$ cat config.mk
export PLATFORM = sky130hd
export DESIGN_NAME = lock_entry_ctrl
export DESIGN_NICKNAME = d
export VERILOG_FILES = /design/src/rtl/lock_entry_ctrl.sv
export SDC_FILE = /design/constraint.sdc
export NUM_CORES = 1
export LEC_CHECK = 0
export CAP_MARGIN = 40
export CELL_PAD_IN_SITES_DETAIL_PLACEMENT = 0
export CELL_PAD_IN_SITES_GLOBAL_PLACEMENT = 1
export CORE_ASPECT_RATIO = 0.7
export CORE_UTILIZATION = 39
export CTS_CLUSTER_SIZE = 25
export DETAILED_ROUTE_END_ITERATION = 8
export GPL_TIMING_DRIVEN = 0
export PLACE_DENSITY_LB_ADDON = 0.12
export SETUP_SLACK_MARGIN = 0.4
export SLEW_MARGIN = 20
export SYNTH_ARGS = -nofsm -noshare
export SYNTH_HDL_FRONTEND = slang
export SYNTH_SLANG_ARGS = --single-unit
$ cat constraint.sdc
create_clock -name CLOCK_50 -period 5.5 [get_ports CLOCK_50]
set_input_delay 1.1 -clock CLOCK_50 [delete_from_list [all_inputs] [get_ports CLOCK_50]]
set_output_delay 1.1 -clock CLOCK_50 [all_outputs]
set_load 0.01 [all_outputs]
$ cat src/rtl/lock_entry_ctrl.sv
// ============================================================================
// Module   : lock_entry_ctrl
// Purpose  : Entry stage of the CI-LOCKER lock. It debounces the validar
//            button, shifts in SW digits, checks the code against PASSWORD,
//            and tracks verdict, attempt count and lockout status.
// Revision : 1.0 - initial release
// ============================================================================
`default_nettype none

module lock_entry_ctrl #(
   parameter int          CLK_HZ          = 50_000_000,
   parameter int          DEBOUNCE_CYCLES = 1_000_000,
   parameter int          DIGITS          = 4,
   parameter logic [15:0] PASSWORD        = 16'h2017,
   parameter int          MAX_FAILS       = 3,
   parameter int          LOCKOUT_SEC     = 10
) (
   input  logic        CLOCK_50,
   input  logic        reset,
   input  logic        validar,
   input  logic [3:0]  SW,
   output logic [15:0] code_entered,
   output logic [2:0]  digit_count,
   output logic        result_valid,
   output logic        result_ok,
   output logic        result_fail,
   output logic [2:0]  fail_count,
   output logic        locked,
   output logic [3:0]  lock_remain
);

   localparam int c_DB_W = $clog2(DEBOUNCE_CYCLES + 1);
   localparam int c_PS_W = $clog2(CLK_HZ + 1);
   localparam logic [c_DB_W-1:0] c_DB_LAST   = c_DB_W'(DEBOUNCE_CYCLES - 1);
   localparam logic [c_PS_W-1:0] c_PS_LAST   = c_PS_W'(CLK_HZ - 1);
   localparam logic [2:0]        c_DIGITS    = 3'(DIGITS);
   localparam logic [2:0]        c_MAX_FAILS = 3'(MAX_FAILS);
   localparam logic [3:0]        c_LOCK_SEC  = 4'(LOCKOUT_SEC);
   localparam logic [15:0]       c_CODE_MASK = 16'hFFFF >> (16 - 4 * DIGITS);

   typedef enum logic [2:0] {
      S_COLLECT = 3'd0,
      S_CHECK   = 3'd1,
      S_OPEN    = 3'd2,
      S_FAIL    = 3'd3,
      S_LOCKOUT = 3'd4
   } state_t;

   // ---------------------------------------------------------------------
   // Button input path: synchronizer, debouncer, falling-edge press pulse
   // ---------------------------------------------------------------------
   logic              r_sync1;
   logic              r_sync2;
   logic              r_db_level;
   logic [c_DB_W-1:0] r_db_cnt;
   logic              r_press;

   always_ff @(posedge CLOCK_50 or posedge reset) begin
      if (reset) begin
         r_sync1    <= 1'b1;
         r_sync2    <= 1'b1;
         r_db_level <= 1'b1;
         r_db_cnt   <= '0;
         r_press    <= 1'b0;
      end else begin
         r_sync1 <= validar;
         r_sync2 <= r_sync1;
         r_press <= 1'b0;
         if (r_sync2 != r_db_level) begin
            if (r_db_cnt == c_DB_LAST) begin
               r_db_level <= r_sync2;
               r_db_cnt   <= '0;
               r_press    <= ~r_sync2;
            end else begin
               r_db_cnt <= r_db_cnt + 1'b1;
            end
         end else begin
            r_db_cnt <= '0;
         end
      end
   end

   // ---------------------------------------------------------------------
   // Entry / verdict / lockout state machine
   // ---------------------------------------------------------------------
   state_t            r_state, w_state;
   logic [15:0]       r_code,   w_code;
   logic [2:0]        r_digits, w_digits;
   logic              r_valid,  w_valid;
   logic              r_ok,     w_ok;
   logic              r_fail,   w_fail;
   logic [2:0]        r_fails,  w_fails;
   logic              r_locked, w_locked;
   logic [3:0]        r_remain, w_remain;
   logic [c_PS_W-1:0] r_presc,  w_presc;

   logic       w_match;
   logic [2:0] w_fails_inc;

   assign w_match     = ((r_code ^ PASSWORD) & c_CODE_MASK) == 16'h0000;
   assign w_fails_inc = (r_fails < c_MAX_FAILS) ? r_fails + 3'd1 : r_fails;

   always_ff @(posedge CLOCK_50 or posedge reset) begin
      if (reset) begin
         r_state  <= S_COLLECT;
         r_code   <= '0;
         r_digits <= '0;
         r_valid  <= 1'b0;
         r_ok     <= 1'b0;
         r_fail   <= 1'b0;
         r_fails  <= '0;
         r_locked <= 1'b0;
         r_remain <= '0;
         r_presc  <= '0;
      end else begin
         r_state  <= w_state;
         r_code   <= w_code;
         r_digits <= w_digits;
         r_valid  <= w_valid;
         r_ok     <= w_ok;
         r_fail   <= w_fail;
         r_fails  <= w_fails;
         r_locked <= w_locked;
         r_remain <= w_remain;
         r_presc  <= w_presc;
      end
   end

   always_comb begin
      w_state  = r_state;
      w_code   = r_code;
      w_digits = r_digits;
      w_valid  = 1'b0;
      w_ok     = r_ok;
      w_fail   = r_fail;
      w_fails  = r_fails;
      w_locked = r_locked;
      w_remain = r_remain;
      w_presc  = r_presc;

      case (r_state)
         S_COLLECT: begin
            if (r_press) begin
               w_code   = {r_code[11:0], SW};
               w_digits = r_digits + 3'd1;
               if (r_digits + 3'd1 == c_DIGITS) begin
                  w_state = S_CHECK;
               end
            end
         end

         S_CHECK: begin
            w_valid = 1'b1;
            if (w_match) begin
               w_ok    = 1'b1;
               w_fail  = 1'b0;
               w_fails = 3'd0;
               w_state = S_OPEN;
            end else begin
               w_ok    = 1'b0;
               w_fail  = 1'b1;
               w_fails = w_fails_inc;
               if (w_fails_inc == c_MAX_FAILS) begin
                  w_locked = 1'b1;
                  w_remain = c_LOCK_SEC;
                  w_presc  = '0;
                  w_state  = S_LOCKOUT;
               end else begin
                  w_state = S_FAIL;
               end
            end
         end

         // The press that acknowledges a verdict only clears; it captures nothing
         S_OPEN, S_FAIL: begin
            if (r_press) begin
               w_ok     = 1'b0;
               w_fail   = 1'b0;
               w_code   = '0;
               w_digits = '0;
               w_state  = S_COLLECT;
            end
         end

         S_LOCKOUT: begin
            if (r_presc == c_PS_LAST) begin
               w_presc = '0;
               if (r_remain <= 4'd1) begin
                  w_locked = 1'b0;
                  w_remain = '0;
                  w_fail   = 1'b0;
                  w_fails  = '0;
                  w_code   = '0;
                  w_digits = '0;
                  w_state  = S_COLLECT;
               end else begin
                  w_remain = r_remain - 4'd1;
               end
            end else begin
               w_presc = r_presc + 1'b1;
            end
         end

         default: begin
            w_state = S_COLLECT;
         end
      endcase
   end

   assign code_entered = r_code;
   assign digit_count  = r_digits;
   assign result_valid = r_valid;
   assign result_ok    = r_ok;
   assign result_fail  = r_fail;
   assign fail_count   = r_fails;
   assign locked       = r_locked;
   assign lock_remain  = r_remain;

endmodule

`default_nettype wire

==> reports/qor.csv <==
metric,value,unit
grt_pass1_wl,16300,microns
grtUsageTotal,18.9,%
cp.arrival,3020,ps
worstMarginPinSlew,755,ps
endpoint,code_entered[15],
n_antenna_cell,0,
tritoncts,done,
port_buffers,36,
insertion_delay,330,ps
postSynthAreaPerCell,9.98,sq um
synth_edf_count,0,
antenna_left,0,
drc,0,
nFillCells,988,
dr.pass1.iters,4,
synth_fp_nets,429,
yosys.area.top_type_share,48.3,%
path_class,register to register,
setup_viol,0,
ys.flop_type,dfrtp_1,
wl,9810,microns
clock_skew,9.27,ps
via_per_inst,5.64,
rr_worst_depth,7,
overflow,0,
post_cts_buffers,0,
fin_nets,477,
dpl.hpwl,6820,microns
max_cap_viol_count,0,
cts_hold_buf,0,
synth.cell_area,0.00414,sq mm
startpoint,r_presc[0],
setup_tns,0,ps
r2r_slack,2700,ps
critPathMaxFanout,10,
ys_warn_count,0,
cts_resized,0,
die-area,0.0110,sq mm
ys_types,56,
path_clk_slew,60,ps
period_minus_slack,2800,ps
num_vias,3376,
cts_max_path_buffers,2,
finalHoldViolations,0,
die_w,125,microns
async_flop_share,100,%
synthCells,415,
worstPathRequired,5720,ps
initial_core_util,40.1,%
htreeDepth,3,
slew_viol_final,0,
die_h,88.2,microns
core_area,0.0103,sq mm
p_per_area,254,mW/mm^2
start_kind,register,
grt_pass1_vias,3098,
max_slew_margin,49.3,%
max_freq,0.357,GHz
worstReg2RegStart,r_presc[0],
leakagePower,2.08,nW
synth_area_leaders,"dfrtp_1, a22o_1, nor2_1",
hold_path_class,register to register,
drive_gt1_share,8.78,%
grt_start_max_net_pins,47,
drt-wirelength-per-cell,16.4,microns
place_congestion,0.787,
rsz0062_at_grt,false,
cts.sinks,83,
io_pins,37,
yosysTopAreaCell,dfrtp_1,
area_growth,20.8,%
r2r-end,code_entered[15],
post-route-period-util,51.0,%
first_iter_violations,212,
fp-row-count,31,
worstHoldStart,r_sync1,
pre_cts_ws,2700,ps
numCtsBuffers,9,
postLayoutSetupSlackWorst,2700,ps
grt_antenna_before_repair,0,
ctsRootBufferMaster,clkbuf_16,
ys_seq_area_share,50.2,%
status,completed,
ir_drop,0.000166,V
endpoint_kind,register,
ys_ff_latch,83,
## worst min-delay path by stage
stage / cells past startpoint / endpoint / slack [ps]
2_1_floorplan: 0 / r_sync2 / 350
4_1_cts: 0 / r_sync2 / 360
3_5_place_dp: 0 / r_sync2 / 350
6_report: 0 / r_sync2 / 360
3_3_place_gp: 0 / r_sync2 / 350
5_1_grt: 0 / r_sync2 / 360
## cells by family (layout without fill, tap and decap cells)
| group | Yosys count | count (layout) | synth area share, % |
|---|---|---|---|
| buffers and inverters | 26 | 78 | 2.69 |
| XOR/XNOR | 21 | 21 | 4.44 |
| AO/OA/AOI/OAI | 97 | 97 | 16.2 |
| adder cells (fa/ha/maj) | 7 | 7 | 2.11 |
| flip-flops | 83 | 83 | 50.2 |
| AND/OR/NAND/NOR | 177 | 177 | 23.3 |
| multiplexers | 4 | 4 | 1.09 |
## registers in the layout, indices dropped and copies added, names as in the netlist
signal        count
lock_remain       4
result_ok         1
r_presc          26
fail_count        3
r_press           1
code_entered     16
result_fail       1
r_sync2           1
r_state           3
digit_count       3
r_db_cnt         20
result_valid      1
r_db_level        1
r_sync1           1
locked            1
## cell type report
type | instances | area, sq um | share of cell area [%]
Inverter | 14 | 55.1 | 1.10
Clock buffer | 10 | 229 | 4.58
Tap cell | 132 | 165 | 3.30
Multi-Input combinational cell | 306 | 1950 | 39.0
Buffer | 12 | 58.8 | 1.17
Timing Repair Buffer | 37 | 388 | 7.75
Clock inverter | 5 | 78.8 | 1.57
Sequential cell | 83 | 2080 | 41.6
## Yosys cell counts (12+ instances only)
master,instances
dfrtp_1,80
nor2_1,36
nand2_1,33
a21oi_1,26
nand3_1,23
o21ai_0,21
a22o_1,20
nand4_1,14
inv_1,13
or3_1,13
xor2_1,13
o31ai_1,12
## placed cells by master (no fill, tap or decap), types with 9 or more instances in the layout
cell type	n
inv_1	12
a22o_1	20
nor2_1	36
nor3_1	11
dfrtp_1	80
nand3_1	23
nand4_1	14
o31ai_1	12
a21oi_1	26
o21ai_0	21
xor2_1	13
or3_1	13
clkdlybuf4s50_1	36
clkbuf_16	9
nand2_1	33
or4_1	9
## critical path, cell delays in order, from the launching register on
cell	delay, ps
dfrtp_1	400
ha_1	210
nand3_1	240
nor4_2	580
nand4_1	420
a22o_1	410
buf_2	220
a22o_1	200
## report_power, final
| group | internal, mW | switching, mW | leakage (nW) |
|---|---|---|---|
| clock network | 0.394 | 0.237 | 0.152 |
| registers | 0.614 | 0.00242 | 1.15 |
| logic | 0.00815 | 0.0168 | 0.776 |
| total | 1.02 | 0.256 | 2.08 |
## routing by layer
metal  vias to the layer above  part of all wire, %  global-route usage (%)
met5                         -                    0                       0
met4                         0                 0.40                    4.32
met3                         4                  4.8                    4.23
met2                        74                   42                    26.9
met1                      1653                   53                    29.0
li1                       1645                    -                       -
## metrics by stage
step / cell area, sq um / cells / utilization, % / total power [mW] / hold slack, ps
floorplan: 4140 / 415 / - / 0.640 / 345
global placement: 4670 / 583 / 45.2 / 0.651 / 346
detailed placement: 4700 / 584 / 45.5 / 0.654 / 349
CTS: 5000 / 599 / 48.5 / 1.29 / 358
global route: 5000 / 599 / 48.5 / 1.32 / 362
finish: 5000 / 599 / 48.5 / 1.27 / 357
Note: power is estimated with default switching activity, not from simulation.
